`config.mk`:
```
export PLATFORM = sky130hd
export DESIGN_NAME = serial_multiplier_ext_flat
export DESIGN_NICKNAME = d
export VERILOG_FILES = /design/src/rtl/serial_mul_pkg.sv /design/src/rtl/serial_mul_if.sv /design/src/rtl/serial_mul_pp.sv /design/src/rtl/serial_multiplier_ext.sv /design/src/flat_wrapper.sv
export SDC_FILE = /design/constraint.sdc
export NUM_CORES = 1
export LEC_CHECK = 0
export BUFFER_PORTS_ARGS = -buffer_cell sky130_fd_sc_hd__buf_2
export CORE_UTILIZATION = 40
export CTS_BUF_LIST = sky130_fd_sc_hd__clkbuf_8
export DETAILED_ROUTE_END_ITERATION = 7
export PLACE_DENSITY_LB_ADDON = 0.2
export SYNTH_ARGS = -nofsm -noshare
export SYNTH_HDL_FRONTEND = slang
export SYNTH_SLANG_ARGS = --single-unit
```
`constraint.sdc`:
```
create_clock -name clk -period 6.8 [get_ports clk]
set_input_delay 0.68 -clock clk [delete_from_list [all_inputs] [get_ports clk]]
set_output_delay 0.68 -clock clk [all_outputs]
set_load 0.01 [all_outputs]
```
`src/rtl/serial_mul_pkg.sv`:
```
// serial_mul_pkg: shared FSM encoding and parameter helpers for the serial multiplier.
package serial_mul_pkg;
   typedef enum logic [1:0] {IDLE, RUN, DONE} state_t;
   function automatic int steps_f(input int op_y_width, input int bits_per_cycle);
      return op_y_width / bits_per_cycle;
   endfunction
   function automatic bit params_ok(input int op_x_width, input int op_y_width, input int bits_per_cycle);
      return op_x_width >= 2 && op_y_width >= 2 && bits_per_cycle >= 1 && op_y_width % bits_per_cycle == 0;
   endfunction
endpackage

```
`src/rtl/serial_mul_if.sv`:
```
// serial_mul_if: operand/handshake/result bundle between the front end and the multiplier.
interface serial_mul_if #(
   parameter int OP_X_WIDTH = 16,
   parameter int OP_Y_WIDTH = 16
);
   localparam int RES_WIDTH = OP_X_WIDTH + OP_Y_WIDTH;
   logic                  start;
   logic                  signed_mode;
   logic [OP_X_WIDTH-1:0] in_x;
   logic [OP_Y_WIDTH-1:0] in_y;
   logic                  ready;
   logic                  valid_out;
   logic [RES_WIDTH-1:0]  out_mul;
   modport master (output start, signed_mode, in_x, in_y, input ready, valid_out, out_mul);
   modport slave  (input start, signed_mode, in_x, in_y, output ready, valid_out, out_mul);
endinterface

```
`src/rtl/serial_mul_pp.sv`:
```
// serial_mul_pp: signed partial product of an extended multiplicand and one multiplier digit.
module serial_mul_pp #(
   parameter int OP_X_WIDTH     = 16,
   parameter int BITS_PER_CYCLE = 1
) (
   input  logic signed [OP_X_WIDTH:0]                x_i,
   input  logic        [BITS_PER_CYCLE-1:0]          digit_i,
   input  logic                                      last_signed_i,
   output logic signed [OP_X_WIDTH+BITS_PER_CYCLE:0] pp_o
);
   localparam int PW = OP_X_WIDTH + BITS_PER_CYCLE + 1;
   logic signed [PW-1:0] x_w;
   logic signed [PW-1:0] d_w;
   // Only the top digit of a signed multiplier carries negative weight.
   always_comb begin
      x_w  = {{BITS_PER_CYCLE{x_i[OP_X_WIDTH]}}, x_i};
      d_w  = {{(PW-BITS_PER_CYCLE){last_signed_i & digit_i[BITS_PER_CYCLE-1]}}, digit_i};
      pp_o = x_w * d_w;
   end
endmodule

```
`src/rtl/serial_multiplier_ext.sv`:
```
// serial_multiplier_ext: multi-cycle shift-and-add multiplier retiring BITS_PER_CYCLE
// multiplier bits per cycle, unsigned or two's-complement, behind a ready/start handshake.
module serial_multiplier_ext
   import serial_mul_pkg::*;
#(
   parameter int OP_X_WIDTH     = 16,
   parameter int OP_Y_WIDTH     = 16,
   parameter int BITS_PER_CYCLE = 1
) (
   input logic         clk,
   input logic         rst_n,
   serial_mul_if.slave bus
);
   localparam int RES_WIDTH = OP_X_WIDTH + OP_Y_WIDTH;
   localparam int STEPS     = steps_f(OP_Y_WIDTH, BITS_PER_CYCLE);
   localparam int CW        = $clog2(STEPS + 1);
   localparam int PW        = OP_X_WIDTH + BITS_PER_CYCLE + 1;
   localparam int TW        = RES_WIDTH + BITS_PER_CYCLE;

   if (!params_ok(OP_X_WIDTH, OP_Y_WIDTH, BITS_PER_CYCLE)) begin : g_bad_params
      $error("serial_multiplier_ext: illegal OP_X_WIDTH/OP_Y_WIDTH/BITS_PER_CYCLE");
   end

   state_t                  state_q;
   logic [OP_X_WIDTH-1:0]   x_q;
   logic [OP_Y_WIDTH-1:0]   y_q;
   logic                    signed_q;
   logic [CW-1:0]           cnt_q;
   logic [RES_WIDTH-1:0]    acc_q;
   logic [RES_WIDTH-1:0]    out_q;
   logic                    ready_q;
   logic                    valid_q;
   logic signed [PW-1:0]    pp;
   logic [TW-1:0]           sum_d;
   logic [RES_WIDTH-1:0]    acc_d;

   serial_mul_pp #(
      .OP_X_WIDTH    (OP_X_WIDTH),
      .BITS_PER_CYCLE(BITS_PER_CYCLE)
   ) u_pp (
      .x_i          ({signed_q & x_q[OP_X_WIDTH-1], x_q}),
      .digit_i      (y_q[BITS_PER_CYCLE-1:0]),
      .last_signed_i(signed_q && cnt_q == '0),
      .pp_o         (pp)
   );

   // Partial product enters at the top; the accumulator shifts right so each digit lands at its weight.
   always_comb begin
      sum_d = {{BITS_PER_CYCLE{signed_q & acc_q[RES_WIDTH-1]}}, acc_q} + ({{(TW-PW){pp[PW-1]}}, pp} << OP_Y_WIDTH);
      acc_d = sum_d[TW-1:BITS_PER_CYCLE];
   end

   always_ff @(posedge clk) begin
      if (!rst_n) begin
         state_q  <= IDLE;
         x_q      <= '0;
         y_q      <= '0;
         signed_q <= 1'b0;
         cnt_q    <= '0;
         acc_q    <= '0;
         out_q    <= '0;
         ready_q  <= 1'b1;
         valid_q  <= 1'b0;
      end else begin
         case (state_q)
            IDLE: begin
               valid_q <= 1'b0;
               if (bus.start) begin
                  x_q      <= bus.in_x;
                  y_q      <= bus.in_y;
                  signed_q <= bus.signed_mode;
                  acc_q    <= '0;
                  cnt_q    <= CW'(STEPS - 1);
                  ready_q  <= 1'b0;
                  state_q  <= RUN;
               end
            end
            RUN: begin
               acc_q <= acc_d;
               y_q   <= y_q >> BITS_PER_CYCLE;
               cnt_q <= cnt_q - 1'b1;
               if (cnt_q == '0) begin
                  out_q   <= acc_d;
                  valid_q <= 1'b1;
                  state_q <= DONE;
               end
            end
            DONE: begin
               valid_q <= 1'b0;
               ready_q <= 1'b1;
               state_q <= IDLE;
            end
            default: state_q <= IDLE;
         endcase
      end
   end

   assign bus.ready     = ready_q;
   assign bus.valid_out = valid_q;
   assign bus.out_mul   = out_q;
endmodule

```
`src/flat_wrapper.sv`:
```
// flat-port wrapper written by rule: the top's interface ports become plain ports
module serial_multiplier_ext_flat import serial_mul_pkg::*;
#(
   parameter int OP_X_WIDTH     = 16,
   parameter int OP_Y_WIDTH     = 16,
   parameter int BITS_PER_CYCLE = 1
)
  (clk, rst_n, bus_start, bus_signed_mode, bus_in_x, bus_in_y, bus_ready, bus_valid_out, bus_out_mul);
  serial_mul_if #(.OP_X_WIDTH(OP_X_WIDTH), .OP_Y_WIDTH(OP_Y_WIDTH)) bus_i ();
  input logic clk;
  input logic rst_n;
  input wire logic [$bits(bus_i.start)-1:0] bus_start;
  input wire logic [$bits(bus_i.signed_mode)-1:0] bus_signed_mode;
  input wire logic [$bits(bus_i.in_x)-1:0] bus_in_x;
  input wire logic [$bits(bus_i.in_y)-1:0] bus_in_y;
  output wire logic [$bits(bus_i.ready)-1:0] bus_ready;
  output wire logic [$bits(bus_i.valid_out)-1:0] bus_valid_out;
  output wire logic [$bits(bus_i.out_mul)-1:0] bus_out_mul;
  assign bus_i.start = bus_start;
  assign bus_i.signed_mode = bus_signed_mode;
  assign bus_i.in_x = bus_in_x;
  assign bus_i.in_y = bus_in_y;
  assign bus_ready = bus_i.ready;
  assign bus_valid_out = bus_i.valid_out;
  assign bus_out_mul = bus_i.out_mul;
  serial_multiplier_ext #(.OP_X_WIDTH(OP_X_WIDTH), .OP_Y_WIDTH(OP_Y_WIDTH), .BITS_PER_CYCLE(BITS_PER_CYCLE)) u_core (.clk(clk), .rst_n(rst_n), .bus(bus_i));
endmodule
```
==> out/metrics.cfg <==
[run_status]
status = complete, no violations

[final_layout]
fin_area_um2 = 6497
drive_gt1_frac = 0.1290
fin_nets = 865
n_fill_cell = 1430
final_common_cell = nand2_1
area_growth_pct = 10.68
final_cell_mix = nand2_1 (130), dfxtp_1 (105), a21oi_1 (100)
fin_util = 0.4609
insertedDiodeCount = 0

[setup_path]
max_stage_delay_ns = 0.53
reg2reg_from = u_core.cnt_q[0]$_SDFFE_PN0P_
critPathSlowestCell = nand3_1
crit_arrival_ns = 6.38
worstSetupEndpoint = u_core.acc_q[31]$_SDFFE_PN0P_
reg2reg_slack_ns = 0.75
critPathMostFrequentCell = ha_1
required_ns = 7.13
rr_worst_depth = 21
crit_start = u_core.cnt_q[0]$_SDFFE_PN0P_
cp_cell_sequence = inv_1 > ha_1 > nor4b_4 > nand3_1 > nor2_1 > ha_1 > ha_1 > fa_1 > a211oi_1 > o21ai_0 > a21oi_1 > o21ai_1 > a2111oi_0 > nand3b_1 > ha_1 > and4_1 > and2_1 > a32o_1 > o211a_1 > or4_1 > nand3_1
critPathKind = reg2reg
path_max_fanout = 16
r2r-end = u_core.acc_q[31]$_SDFFE_PN0P_
setup.worst_path.end_class = flop
cp-start-kind = flop

[placement]
place_ws_ns = 0.7309
port_buffers = 69
hpwl_mm = 10.21
dpl_cell_area_um2 = 6285
gp_congestion = 0.8918

[job]
maxCapViolations = 0

[pwr]
seqPwrFrac = 0.528
p_int_mw = 0.8947
power_frac_comb = 0.126
p_sw_frac = 0.2820
clock_power_share = 0.346
cellLeakagePower_nw = 2.823
ir_drop_v = 0.0001358
power.switching_mw = 0.3513
powerDensity_nw_per_um2 = 191.8

[route]
viasPerCell = 5.586
wirelength_mm = 14.61
vias = 5379
drtIter0Drc = 249
ant_nets = 0
wl_per_cell_um = 15.17
drc = 0
drt-pass1-iter-count = 4

[clock_network]
cts_root_buf = clkbuf_8
cts_buffers = 9
hold_buffers = 0
cts.sinks = 105
htree_levels = 3
post_cts_buffers = 0
clkTransAtPathRegs_ns = 0.10
cts_tree = yes
cts_resized = 0
clkLatencyLatePin_ns = 0.39
cts_max_path_buffers = 2

[synthesis]
synth-main-ff-cell = dfxtp_1
netlist_area_um2 = 5871
syn_inst = 743
synth_top_cell_area_share = 0.3581
yosysWarnings = 0
yosysUniqueCellTypes = 62
seq_area_frac_synth = 0.3581
ys_async_sr_fraction = 0
synth-edff-count = 0
synth.area.top_cells = dfxtp_1 (36%), ha_1 (9.8%), a21oi_1 (8.5%)
synth_seq_cells = 105
synth_top_area_cell = dfxtp_1
syn_area_per_cell_um2 = 7.901
synth_nets = 828

[timing]
slew_violations = 0
fin_crit_sh = 0.8894
hold_viol = 0
worst_pin_slew_ns = 1.117
grt_setup_unrepaired = no
min_period_ns = 6.048
finalSetupViolCount = 0
worst_hold_slack_ns = 0.4554
setup_ws_ns = 0.7520
skew_ns = 0.01569
timing.max_slew.rel_slack = 0.2533
tns_ns = 0
max_freq_ghz = 0.1653

[floorplanning]
ioPinCount = 70
start_util = 0.4165
die_y_um = 123.1
die_width_um = 123.1
dieArea_um2 = 15160
core-area_um2 = 14100
rows = 43

[global_routing]
grt_overflow = 0
grt_max_degree = 61
grt_pass1_vias = 5030
track_usage = 0.2037
antenna_found_initial = 0
grt_pass1_wl_mm = 24.08

[min_path]
hold_start = u_core.bus.out_mul[14]$_SDFFE_PN0P_
hold_class = reg2reg

-- worst min path at each step --
stage | end | slack (ns) | cells past startpoint
after floorplan | u_core.bus.out_mul[0]$_SDFFE_PN0P_ | 0.43 | 2
after global placement | u_core.bus.out_mul[18]$_SDFFE_PN0P_ | 0.44 | 2
after detailed placement | u_core.bus.out_mul[16]$_SDFFE_PN0P_ | 0.44 | 2
after CTS | u_core.bus.out_mul[16]$_SDFFE_PN0P_ | 0.46 | 2
after global routing | u_core.bus.out_mul[14]$_SDFFE_PN0P_ | 0.48 | 2
final | u_core.bus.out_mul[14]$_SDFFE_PN0P_ | 0.46 | 2
-- worst max-delay path, delay by kind of cell, from the launching register on --
kind | cells | cell delay (ns)
and+or+nand+nor | 8 | 2.36
AOI/OAI and AO/OA | 7 | 1.81
buffers and inverters | 1 | 0.09
adders and majority gates | 5 | 1.37
DFF | 1 | 0.35
-- cell type report --
class                   instances  area [um2]  area share
flip-flops and latches        105        2102      0.3235
clock buffers                   9       123.9     0.01906
repair buffers                 73       375.4     0.05777
clock inverters                 5       88.84     0.01367
inverters                      18       67.56     0.01040
well taps                     180       225.2     0.03466
multi-input cells             573        3515      0.5409
-- power groups by stage --
stage | sequential [mW] | clock, mW | combinational [mW]
after global placement | 0.671 | 0 | 0.153
final | 0.658 | 0.431 | 0.157
after CTS | 0.658 | 0.447 | 0.159
after global routing | 0.662 | 0.467 | 0.176
after detailed placement | 0.672 | 0 | 0.159
after floorplan | 0.666 | 0 | 0.116
-- state kept, by name, summed over array words and instances, names as in the netlist --
register	count
u_core.acc_q	31
u_core.x_q	16
u_core.signed_q	1
u_core.bus.ready	1
u_core.bus.valid_out	1
u_core.cnt_q	5
u_core.bus.out_mul	32
u_core.state_q	2
u_core.y_q	16
-- Yosys cell counts, types with 3 or more instances --
| master | number |
|---|---|
| nand2_1 | 130 |
| dfxtp_1 | 105 |
| a21oi_1 | 100 |
| nor2_1 | 51 |
| nand3_1 | 50 |
| ha_1 | 46 |
| clkbuf_1 | 40 |
| and2_1 | 18 |
| inv_1 | 18 |
| a22oi_1 | 16 |
| o21ai_0 | 16 |
| a21o_1 | 13 |
| a211oi_1 | 11 |
| xnor2_1 | 11 |
| nand4_1 | 8 |
| and3_1 | 7 |
| nor3_1 | 5 |
| o211ai_1 | 5 |
| o21ai_1 | 5 |
| a311oi_1 | 4 |
| a31oi_1 | 4 |
| nand2b_1 | 4 |
| o211a_1 | 4 |
| o21a_1 | 4 |
| o21bai_1 | 4 |
| o221ai_1 | 4 |
| or3_1 | 4 |
| xor2_1 | 4 |
| a221oi_1 | 3 |
| buf_6 | 3 |
| fa_1 | 3 |
| o31ai_1 | 3 |
-- through the flow --
| stage | total power [mW] | std cells |
|---|---|---|
| after floorplan | 0.7821 | 743 |
| after global routing | 1.306 | 963 |
| after CTS | 1.264 | 963 |
| final | 1.246 | 963 |
| after detailed placement | 0.8309 | 949 |
| after global placement | 0.8244 | 949 |
-- layer usage --
metal | vias up | GRT usage | part of all wire
li1 | 2730 | - | -
met1 | 2535 | 0.2624 | 0.48
met2 | 98 | 0.3334 | 0.46
met3 | 16 | 0.04935 | 0.043
met4 | 0 | 0.06551 | 0.013
met5 | - | 0 | 0
-- kinds of logic (layout without fill, tap and decap cells) --
logic type,count (synthesis),count (layout),synth area share
AOI/OAI and AO/OA,215,215,0.2330
xor gates and xnor gates,15,15,0.02238
adders and majority gates,49,49,0.1083
buffers and inverters,65,105,0.04582
DFF,105,105,0.3581
muxes,3,3,0.006180
and+or+nand+nor,291,291,0.2263
Power figures use the tool's default switching activity.
